--- src/rtl/adder_arb_pkg.sv ---
// Shared types and constants for the round-robin shared-adder arbiter.
package adder_arb_pkg;

    // Sequencing FSM states
    typedef enum logic [1:0] {
        IDLE = 2'd0,
        EXEC = 2'd1,
        RESP = 2'd2
    } state_t;

    localparam int DEF_WIDTH   = 8;
    localparam int DEF_NUM_REQ = 4;

    // Width of a requester index; never narrower than one bit
    function automatic int calc_id_w(input int num_req);
        return (num_req <= 2) ? 1 : $clog2(num_req);
    endfunction

endpackage

--- src/rtl/rr_picker.sv ---
// Combinational round-robin picker: searches upward from last_grant+1,
// wrapping to 0, and returns the first requester found.
module rr_picker #(
    parameter int NUM_REQ = 4,
    parameter int ID_W    = 2
) (
    input  logic [NUM_REQ-1:0] i_req,
    input  logic [ID_W-1:0]    i_last,
    input  logic               i_en,
    output logic               o_any,
    output logic [ID_W-1:0]    o_winner,
    output logic [NUM_REQ-1:0] o_grant
);

    int w_best;
    int w_dist;

    // Pick the active requester with the smallest distance past last_grant
    always_comb begin
        o_any    = 1'b0;
        o_winner = '0;
        w_best   = NUM_REQ;
        w_dist   = 0;
        for (int j = 0; j < NUM_REQ; j++) begin
            w_dist = j - int'(i_last) - 1;
            if (w_dist < 0) begin
                w_dist = w_dist + NUM_REQ;
            end
            if (i_en && i_req[j] && (w_dist < w_best)) begin
                w_best   = w_dist;
                o_winner = ID_W'(j);
                o_any    = 1'b1;
            end
        end
    end

    generate
        for (genvar gi = 0; gi < NUM_REQ; gi++) begin : g_grant
            assign o_grant[gi] = o_any && (o_winner == ID_W'(gi));
        end
    endgenerate

endmodule

--- src/rtl/adder_rr_arbiter.sv ---
// Shares one WIDTH-bit adder among NUM_REQ requesters: round-robin grant,
// operand capture, one registered add cycle, then hold until accepted.
module adder_rr_arbiter
    import adder_arb_pkg::*;
#(
    parameter int NUM_REQ = DEF_NUM_REQ,
    parameter int WIDTH   = DEF_WIDTH,
    parameter int ID_W    = calc_id_w(NUM_REQ)
) (
    input  logic                       clk,
    input  logic                       rst,
    input  logic                       en,
    input  logic [NUM_REQ-1:0]         req_valid,
    output logic [NUM_REQ-1:0]         req_ready,
    input  logic [NUM_REQ*WIDTH-1:0]   req_a,
    input  logic [NUM_REQ*WIDTH-1:0]   req_b,
    output logic                       rsp_valid,
    input  logic                       rsp_ready,
    output logic [WIDTH-1:0]           rsp_sum,
    output logic                       rsp_carry,
    output logic [ID_W-1:0]            rsp_id,
    output logic                       busy
);

    state_t             r_state;
    state_t             w_state_next;
    logic [ID_W-1:0]    r_last;
    logic [WIDTH-1:0]   r_a;
    logic [WIDTH-1:0]   r_b;
    logic [ID_W-1:0]    r_op_id;
    logic [WIDTH-1:0]   r_sum;
    logic               r_carry;
    logic [ID_W-1:0]    r_rsp_id;

    logic               w_any;
    logic [ID_W-1:0]    w_winner;
    logic [NUM_REQ-1:0] w_grant;
    logic [WIDTH-1:0]   w_a [NUM_REQ];
    logic [WIDTH-1:0]   w_b [NUM_REQ];

    generate
        for (genvar gi = 0; gi < NUM_REQ; gi++) begin : g_unpack
            assign w_a[gi] = req_a[gi*WIDTH +: WIDTH];
            assign w_b[gi] = req_b[gi*WIDTH +: WIDTH];
        end
    endgenerate

    rr_picker #(
        .NUM_REQ (NUM_REQ),
        .ID_W    (ID_W)
    ) u_picker (
        .i_req    (req_valid),
        .i_last   (r_last),
        .i_en     (en),
        .o_any    (w_any),
        .o_winner (w_winner),
        .o_grant  (w_grant)
    );

    // State register
    always_ff @(posedge clk) begin
        if (rst) begin
            r_state <= IDLE;
        end else begin
            r_state <= w_state_next;
        end
    end

    // Next-state: grant -> one add cycle -> hold until consumer accepts
    always_comb begin
        w_state_next = r_state;
        case (r_state)
            IDLE:    if (w_any) w_state_next = EXEC;
            EXEC:    w_state_next = RESP;
            RESP:    if (rsp_ready) w_state_next = IDLE;
            default: w_state_next = IDLE;
        endcase
    end

    // Outputs: grant only while idle and not being reset; never depends on rsp_ready
    always_comb begin
        req_ready = '0;
        if ((r_state == IDLE) && !rst) begin
            req_ready = w_grant;
        end
        rsp_valid = (r_state == RESP);
        busy      = (r_state != IDLE);
    end

    // Operand capture, round-robin pointer and registered add
    always_ff @(posedge clk) begin
        if (rst) begin
            r_last   <= ID_W'(NUM_REQ - 1);
            r_a      <= '0;
            r_b      <= '0;
            r_op_id  <= '0;
            r_sum    <= '0;
            r_carry  <= 1'b0;
            r_rsp_id <= '0;
        end else begin
            case (r_state)
                IDLE: begin
                    if (w_any) begin
                        r_a     <= w_a[w_winner];
                        r_b     <= w_b[w_winner];
                        r_op_id <= w_winner;
                        r_last  <= w_winner;
                    end
                end
                EXEC: begin
                    {r_carry, r_sum} <= {1'b0, r_a} + {1'b0, r_b};
                    r_rsp_id         <= r_op_id;
                end
                default: ;
            endcase
        end
    end

    assign rsp_sum   = r_sum;
    assign rsp_carry = r_carry;
    assign rsp_id    = r_rsp_id;

endmodule

--- config.mk ---
export PLATFORM = sky130hd
export DESIGN_NAME = adder_rr_arbiter
export DESIGN_NICKNAME = d
export VERILOG_FILES = /design/src/rtl/adder_arb_pkg.sv /design/src/rtl/rr_picker.sv /design/src/rtl/adder_rr_arbiter.sv
export SDC_FILE = /design/constraint.sdc
export NUM_CORES = 1
export LEC_CHECK = 0
export ABC_AREA = 0
export BUFFER_PORTS_ARGS = -buffer_cell sky130_fd_sc_hd__buf_2
export CAP_MARGIN = 20
export CORE_UTILIZATION = 29
export DETAILED_ROUTE_END_ITERATION = 8
export GPL_TIMING_DRIVEN = 1
export HOLD_SLACK_MARGIN = 0.02
export MAX_ROUTING_LAYER = met4
export SKIP_CTS_REPAIR_TIMING = 1
export SYNTH_ARGS = -nofsm -noshare
export SYNTH_HDL_FRONTEND = slang
export SYNTH_SLANG_ARGS = --single-unit
--- constraint.sdc ---
create_clock -name clk -period 25.4 [get_ports clk]
set_input_delay 3.81 -clock clk [delete_from_list [all_inputs] [get_ports clk]]
set_output_delay 3.81 -clock clk [all_outputs]
set_load 0.03 [all_outputs]
==> metrics.txt <==
R2R depth=28; CTS Buffer Depth=2; Final Setup Violations=0; total grt overflow=0; first-pass GRT wire length=between 15 and 20 mm; CTS clk-pin slew, worst paths=around 0.05 ns; measured slew at the worst slew-check pin=~1.0 ns; min Tclk post-route=roughly 16 ns; Root Buffer=clkbuf_16; Crit path max-delay family=compound AO/OA/AOI/OAI gates; Hold Vio Cnt, Final=0; CP max stage cell=nor2_1; most common cell in the netlist=ha_1; fraction of layout cells with a size suffix above 1=0.178; final clock skew=roughly 0.0027 ns; Yosys cell types=72; Sw Share=0.513; Fmax=approximately 0.064 GHz; most common flop cell mapped by yosys=dfxtp_1; Post-synth EDFFs=0; Slew Limit Fails=0; Setup crit end=req_ready[3]; clock power share=0.101; largest net degree at the start of global routing=37; Critical Path RT=approximately 22 ns; ys async rst share=0; Reg power frac=0.149; FF-to-FF Start=r_last[0]; RSZ-0062 raised after global routing=no; Synth warnings=0; Die X=128 um; WL/cell=between 10 and 15 um; Switch Pwr=around 280 uW; fin cells=892; worst min path class=reg -> reg; top cells by count, synth=ha_1 (104), inv_1 (60), nor2_1 (56); detailed-route via count=4388; crit path from=en; Synth area leaders=ha_1 (28%), dfxtp_1 (14%), inv_1 (4.9%); maximum VDD drop=0.0375 mV; Vias/cell=roughly 4.9; stages on the worst setup path=29; Crit path buffers/inverters=2; dpl hpwl=about 10 mm; Synth Register Bits=33; internal power=around 260 uW; nets=approximately 860; row count=between 40 and 50; leakage=around 0.0027 uW; CTS tree=built; Layout area overhead=17.9%; final worst-path cycle share=0.611; pwr/cell area=98.1 nW/um^2; Starting Density=0.301; vias in the first global route=4101; Routed Antenna Nets=0; Sum Neg Setup Slack=0 ns; r2r setup slk=between 15 and 20 ns; drt pass-1 iters=5; fin area=5470 sq um; WL final=12.1 mm; GP Congestion=~0.90; Synth area leader=ha_1; critical path type=in -> out; mapped cell area=roughly 4600 sq um; DRC=0; CP max FO=35; H-tree depth=2; crit path DAT=11.70 ns; sequential element share of the synthesized area=0.142; Slew HR=0.301; CTS buffer count=5; max incr delay on CP=about 0.77 ns; GRT Overall Usage=0.154; placed cell count=between 800 and 900; status=finished, final reports clean; Comb power frac=0.750; post-synthesis average cell area=between 8 and 9 sq um; core area=around 15000 sq um; initial antenna violation count=0; Most common cell on crit path=nor2_1; ANT cells=0; first-iteration detailed-routing DRC count=around 220; reg2reg end=r_b[2]; Max Cap Viol=0; WHS=approximately 0.45 ns; IO buf count=~90; Cell Area, Placed=roughly 5300 sq um; Core Util, Final=0.355; Die Y-Extent=~130 um; post-synthesis cell count=between 500 and 600; clock sinks=33; Die Area=between 15000 and 20000 sq um; I/O pins=between 80 and 90; clk_lat worst skew=between 0.2 and 0.3 ns; Worst Setup Start Kind=input port; top cell type's share of synthesized area=0.281; CP Capture Type=primary output
[worst min path at each step]
stage,cells past startpoint,end,start
CTS,2,rsp_sum[4],rsp_sum[4]
detailed placement,2,rsp_sum[4],rsp_sum[4]
global placement,2,rsp_sum[4],rsp_sum[4]
finish,2,rsp_sum[4],rsp_sum[4]
floorplan,2,rsp_id[0],r_op_id[0]
global route,2,rsp_sum[7],rsp_sum[7]
[kinds of logic after synthesis]
group | after synthesis | share of synthesized area
adder cells (fa/ha/maj) | 107 | 0.293
flip-flops | 33 | 0.142
AND/OR/NAND/NOR | 179 | 0.198
XOR/XNOR | 7 | 0.0173
AO/OA/AOI/OAI | 161 | 0.265
buffers and inverters | 86 | 0.0823
other | 2 | 0.00162
[through the flow]
step | setup WS (ns) | power, uW
after floorplan | 10.56 | 402
after global placement | 10.04 | 479
after detailed placement | 9.90 | 478
after CTS | 9.89 | 536
after global routing | 9.24 | 592
final | 9.89 | 536
[cells in the final DEF, fill, tap and decap left out, drive strengths merged, types with 4 or more instances in the layout]
cell type,synthesis,final
conb,2,38
nand3,6,6
o211ai,5,5
and2b,8,8
a21o,9,9
and2,7,7
nor4,5,5
dfxtp,33,33
o31ai,17,17
buf,15,89
clkbuf,9,5
o21ai,27,27
nor2,56,56
a222oi,16,16
o21bai,5,5
nand2,42,42
nand4,9,9
a21oi,36,36
inv,60,60
ha,104,104
nor3,12,12
o22a,16,16
nor2b,15,15
xor2,4,4
nand2b,4,4
a211oi,9,9
[power by group through the flow]
stage / Clock, uW / Sequential, uW / Combinational (uW)
floorplan: 0 / 87.4 / 314
global placement: 0 / 80.8 / 398
detailed placement: 0 / 81.2 / 397
CTS: 54.9 / 80.3 / 401
global route: 58.1 / 82.1 / 451
finish: 54.3 / 79.8 / 402
[tightest hold or removal path, cell delays in order (launching register included)]
cell,delay [ns]
dfxtp_1,0.30
nand2_1,0.05
a21oi_1,0.05
[registers in the layout (all words and copies together), names as in the netlist]
register and cells:
r_a 8, r_b 8, rsp_sum 8, r_last 2, r_op_id 2, r_state 2
rsp_id 2, rsp_carry 1
[cell type report]
| type | instances | area (sq um) |
|---|---|---|
| timing repair buffer | 89 | 448 |
| multi-input combinational | 492 | 3740 |
| clock inverter | 1 | 5.00 |
| fill | 1661 | 9960 |
| sequential | 33 | 661 |
| clock buffer | 5 | 125 |
| inverter | 61 | 229 |
| tap | 211 | 264 |
[layer usage]
layer	part of all wire	GRT usage	wire length, um
met3	0.051	0.0245	618
met4	0.017	0.0332	206
met2	0.47	0.258	5660
met1	0.46	0.195	5580
met5	0	-	0
Note: power is estimated with default switching activity, not from simulation.
